**config.mk**
```make
export PLATFORM = sky130hd
export DESIGN_NAME = net_router_output_ctrl_param
export DESIGN_NICKNAME = d
export VERILOG_FILES = /design/src/rtl/net_router_output_ctrl_param.sv
export SDC_FILE = /design/constraint.sdc
export NUM_CORES = 1
export LEC_CHECK = 0
export CAP_MARGIN = 20
export CORE_UTILIZATION = 40
export DETAILED_ROUTE_END_ITERATION = 8
export PLACE_DENSITY = 0.65
export SETUP_SLACK_MARGIN = 0.3
export SLEW_MARGIN = 20
export SYNTH_ARGS = -nofsm -noshare
export SYNTH_HDL_FRONTEND = slang
export SYNTH_SLANG_ARGS = --single-unit
```
**constraint.sdc**
```tcl
create_clock -name clk -period 3.8 [get_ports clk]
set_input_delay 0.95 -clock clk [delete_from_list [all_inputs] [get_ports clk]]
set_output_delay 0.95 -clock clk [all_outputs]
set_load 0.03 [all_outputs]
```
**src/rtl/net_router_output_ctrl_param.sv**
```systemverilog
// Output-port controller: round-robin arbitration with wormhole lock
// and an idle bubble whenever the owning security domain changes.
module net_router_output_ctrl_param #(
  parameter int p_num_reqs  = 3,
  parameter int p_bubble    = 1,
  parameter int c_sel_nbits = $clog2(p_num_reqs)
) (
  input  logic                   clk,
  input  logic                   reset,
  input  logic [p_num_reqs-1:0]  reqs,
  input  logic [p_num_reqs-1:0]  reqs_domain,
  input  logic [p_num_reqs-1:0]  reqs_tail,
  output logic [p_num_reqs-1:0]  grants,
  output logic                   out_val,
  input  logic                   out_rdy,
  output logic                   out_domain,
  output logic [c_sel_nbits-1:0] xbar_sel
);

  typedef enum logic [1:0] {
    S_IDLE,
    S_LOCKED,
    S_SWITCH
  } state_t;

  localparam logic [c_sel_nbits-1:0] c_last =
    c_sel_nbits'(p_num_reqs - 1);

  state_t                 r_state;
  logic [c_sel_nbits-1:0] r_ptr;
  logic [c_sel_nbits-1:0] r_owner;
  logic [c_sel_nbits-1:0] r_last_sel;
  logic                   r_out_domain;
  logic [3:0]             r_bub_cnt;

  logic                   w_found;
  logic [c_sel_nbits-1:0] w_win;
  logic                   w_gnt;
  logic [c_sel_nbits-1:0] w_gidx;
  logic                   w_dom_eq;

  function automatic logic [c_sel_nbits-1:0] f_next(
    input logic [c_sel_nbits-1:0] x
  );
    return (x == c_last) ? '0 : x + 1'b1;
  endfunction

  // Round-robin search from r_ptr upward; nearest offset wins.
  always_comb begin
    logic [c_sel_nbits:0] v_sum;
    w_found = 1'b0;
    w_win   = '0;
    for (int k = p_num_reqs - 1; k >= 0; k--) begin
      v_sum = {1'b0, r_ptr} + (c_sel_nbits + 1)'(k);
      if (v_sum >= (c_sel_nbits + 1)'(p_num_reqs))
        v_sum = v_sum - (c_sel_nbits + 1)'(p_num_reqs);
      if (reqs[v_sum[c_sel_nbits-1:0]]) begin
        w_found = 1'b1;
        w_win   = v_sum[c_sel_nbits-1:0];
      end
    end
  end

  assign w_dom_eq = (reqs_domain[w_win] == r_out_domain);

  // Combinational grant: head in IDLE, only the owner in LOCKED.
  always_comb begin
    w_gnt  = 1'b0;
    w_gidx = r_owner;
    unique case (r_state)
      S_IDLE: begin
        if (w_found && w_dom_eq && out_rdy) begin
          w_gnt  = 1'b1;
          w_gidx = w_win;
        end
      end
      S_LOCKED: begin
        if (reqs[r_owner] && out_rdy) w_gnt = 1'b1;
      end
      default: w_gnt = 1'b0;
    endcase
  end

  assign grants     = w_gnt ? (p_num_reqs'(1) << w_gidx) : '0;
  assign out_val    = w_gnt;
  assign xbar_sel   = w_gnt ? w_gidx : r_last_sel;
  assign out_domain = r_out_domain;

  // Arbitration state, lock ownership and domain-switch bubble.
  always_ff @(posedge clk) begin
    if (reset) begin
      r_state      <= S_IDLE;
      r_ptr        <= '0;
      r_owner      <= '0;
      r_last_sel   <= '0;
      r_out_domain <= 1'b0;
      r_bub_cnt    <= '0;
    end else begin
      if (w_gnt) r_last_sel <= w_gidx;
      unique case (r_state)
        S_IDLE: begin
          if (w_found && !w_dom_eq) begin
            r_out_domain <= reqs_domain[w_win];
            if (p_bubble != 0) begin
              r_state   <= S_SWITCH;
              r_bub_cnt <= 4'(p_bubble);
            end
          end else if (w_gnt) begin
            if (reqs_tail[w_win]) begin
              r_ptr <= f_next(w_win);
            end else begin
              r_owner <= w_win;
              r_state <= S_LOCKED;
            end
          end
        end
        S_SWITCH: begin
          r_bub_cnt <= r_bub_cnt - 1'b1;
          if (r_bub_cnt <= 4'd1) r_state <= S_IDLE;
        end
        S_LOCKED: begin
          if (w_gnt && reqs_tail[r_owner]) begin
            r_state <= S_IDLE;
            r_ptr   <= f_next(r_owner);
          end
        end
        default: r_state <= S_IDLE;
      endcase
    end
  end

endmodule

```
==> results.json <==
{
  "crit_top_cell": "buf_6",
  "dieHeight_um": 53.6,
  "io_buffers": 18,
  "core_um2": 2500,
  "arrival_ns": 2.78,
  "drive_above_1_share": 0.301,
  "crit_chain": "buf_6, and2b_1, o211ai_1, and3_1, or4_4, a31o_1, buf_12, mux2i_4, buf_6",
  "crit_path_end_kind": "output port",
  "yosysUniqueCellTypes": 47,
  "wire_per_inst_um": 12.9,
  "critical_path_buf_inv_count": 3,
  "drt_wl_total_um": 2520,
  "finalSetupViolCount": 0,
  "syn_nets": 146,
  "nets": 183,
  "slowest_stage": "or4_4",
  "htreeDepth": 1,
  "hold_viol_final": 0,
  "antenna_found_initial": 0,
  "path_class": "input pin to output port",
  "start_util": 0.425,
  "drc": 0,
  "grt_remaining_overflow": 0,
  "reg2regPathDepth": 11,
  "diodes": 0,
  "rsz0062_at_grt": "yes",
  "clock_sinks": 13,
  "die_w_um": 53.6,
  "clockRootBuffer": "clkbuf_4",
  "p_sw_mw": 0.230,
  "p_int_mw": 0.370,
  "syn_area_per_cell_um2": 8.18,
  "ys_seq_elements": 13,
  "worstMarginPinSlew_ns": 0.503,
  "clock_latency_ns": 0.27,
  "ctsHoldBuffers": 0,
  "grtUsageTotal": 0.189,
  "critPathLaunchType": "input pin",
  "layout_commonest_cell": "buf_4",
  "cts_buffers": 3,
  "area_growth_pct": 40.0,
  "grt_pass1_wl_um": 3880,
  "die_area_um2": 2870,
  "slowest_delay_ns": 0.52,
  "cts_max_path_buffers": 2,
  "fin_skew_ns": 0.0104,
  "hold_depth": 2,
  "setup-tns-final_ns": 0,
  "final_max_slew_viol_count": 0,
  "pin_count": 19,
  "critPathTopFamily": "simple AND/OR/NAND/NOR gates",
  "syn_inst": 130,
  "worst-endpoint-required_ns": 2.85,
  "gp_congestion": 0.738,
  "grt_max_degree": 16,
  "final_cell_mix": "buf_4 (19), nor2_1 (14), dfxtp_1 (13)",
  "placementRows": 18,
  "period_minus_slack_ns": 3.73,
  "crit_fanout": 6,
  "slew-limit-headroom": 0.664,
  "pwr-share-clk": 0.140,
  "yosysWarningCount": 0,
  "ir_drop_v": 0.000275,
  "p_leak_nw": 0.634,
  "path_clk_slew_ns": 0.08,
  "first_pass_iters": 4,
  "fillers": 230,
  "total_power_mw": 0.601,
  "timing.fmax_mhz": 268,
  "p_comb_frac": 0.559,
  "tritoncts": "done",
  "drtIter0Drc": 20,
  "ys_seq_area_frac": 0.245,
  "cp_num_cells": 9,
  "powerDensity_nw_per_um2": 403,
  "antenna_left": 0,
  "hold_path.class": "register to register",
  "pwr-share-seq": 0.301,
  "maxCapViolCount": 0,
  "viasPerCell": 5.39,
  "hpwl_um": 1890,
  "first_global_vias": 870,
  "syn_area_um2": 1060,
  "finalCritPeriodShare": 0.981,
  "vias": 1057,
  "switching_share": 0.384,
  "status": "finished clean"
}
-- cell usage after synthesis (all sizes together) --
library cell,n,area share
nand2b,3,0.018
buf,3,0.028
xnor2,1,0.0082
nand3,1,0.0047
o31ai,3,0.021
clkbuf,1,0.013
inv,6,0.021
o22ai,1,0.0059
xor2,1,0.0082
ha,4,0.047
nor4,1,0.0059
nor2b,7,0.041
nor3,2,0.0094
nand2,13,0.046
bufbuf,1,0.031
and3,1,0.0059
o211ai,3,0.026
o32ai,2,0.016
clkdlybuf4s18,1,0.0094
and2,3,0.019
maj3,1,0.011
a21boi,1,0.0071
mux2,1,0.011
or3,2,0.012
a31oi,4,0.024
and2b,1,0.0071
a32o,1,0.0094
and3b,2,0.016
a21oi,6,0.028
or4,1,0.011
o2bb2ai,1,0.0082
dfxtp,13,0.24
a221oi,1,0.0082
a211o,1,0.0082
mux2i,9,0.085
clkdlybuf4s15,1,0.0094
o211a,1,0.0094
nor2,15,0.053
a21o,1,0.0071
a31o,1,0.0082
nand4,1,0.0059
o21ai,7,0.033
-- timing repair --
item / in CTS / in global routing
resized for setup: 21 / 8
setup buffers: 6 / 0
pin swaps: 7 / 5
setup endpoints to repair: 6 / 6
-- cell type report --
type | count | area, um^2 | area share
repair buffers | 39 | 353 | 0.237
flip-flops and latches | 13 | 260 | 0.175
well taps | 30 | 37.5 | 0.0252
multi-input cells | 104 | 790 | 0.530
clock buffers | 4 | 26.3 | 0.0176
inverters | 6 | 22.5 | 0.0151
-- routing by layer --
layer | global-route usage | wire length [um]
met2 | 0.335 | 1260
met1 | 0.224 | 1140
met5 | 0 | 0
met4 | 0.0263 | 0
met3 | 0.0621 | 112
-- metrics by stage --
stage / hold slack, ns / std cells / util / worst slack [ns] / instance area (um^2)
2_1_floorplan: 0.468 / 130 / - / 0.268 / 1120
3_3_place_gp: 0.492 / 186 / 0.541 / -0.345 / 1350
3_5_place_dp: 0.501 / 186 / 0.541 / -0.384 / 1350
4_1_cts: 0.524 / 196 / 0.594 / 0.0449 / 1490
5_1_grt: 0.556 / 196 / 0.596 / 0.00487 / 1490
6_report: 0.523 / 196 / 0.596 / 0.0722 / 1490
-- worst reg2reg max path, delay by kind of cell (launching register included) --
kind | cells | cell delay (ns)
simple gates | 4 | 1.20
compound gates | 3 | 0.46
buf+inv | 3 | 0.37
flops | 1 | 0.34
fa+ha+maj | 1 | 0.30
-- power groups by stage --
stage	clock, mW	sequential [mW]	combinational (mW)
after global placement	0	0.182	0.289
after detailed placement	0	0.183	0.293
after CTS	0.0873	0.180	0.330
after floorplan	0	0.182	0.202
final	0.0842	0.181	0.336
after global routing	0.0955	0.185	0.365
-- registers in the layout, indices dropped and copies added, names as in the netlist --
register,count
r_state,2
r_last_sel,2
r_ptr,2
r_owner,2
out_domain,1
r_bub_cnt,4
-- kinds of logic (layout without fill, tap and decap cells) --
| group | count (synthesis) | after routing | synth area share |
|---|---|---|---|
| AOI/OAI and AO/OA | 34 | 34 | 0.220 |
| adders and majority gates | 5 | 5 | 0.0576 |
| and+or+nand+nor | 53 | 53 | 0.254 |
| muxes | 10 | 10 | 0.0953 |
| xor gates and xnor gates | 2 | 2 | 0.0165 |
| buffers and inverters | 13 | 49 | 0.112 |
| DFF | 13 | 13 | 0.245 |
-- path summary, 6_finish.rpt --
kind | from | endpoint | slack (ns)
worst max-delay path | reqs[0] | xbar_sel[1] | 0.07
worst min-delay path | r_bub_cnt[0]$_SDFFE_PP0P_ | r_bub_cnt[0]$_SDFFE_PP0P_ | 0.52
worst max register to register | r_ptr[0]$_SDFFE_PP0P_ | r_owner[1]$_SDFFE_PP0P_ | 1.08
worst min register to register | r_bub_cnt[0]$_SDFFE_PP0P_ | r_bub_cnt[0]$_SDFFE_PP0P_ | 0.52
(Power assumes the default switching activity.)
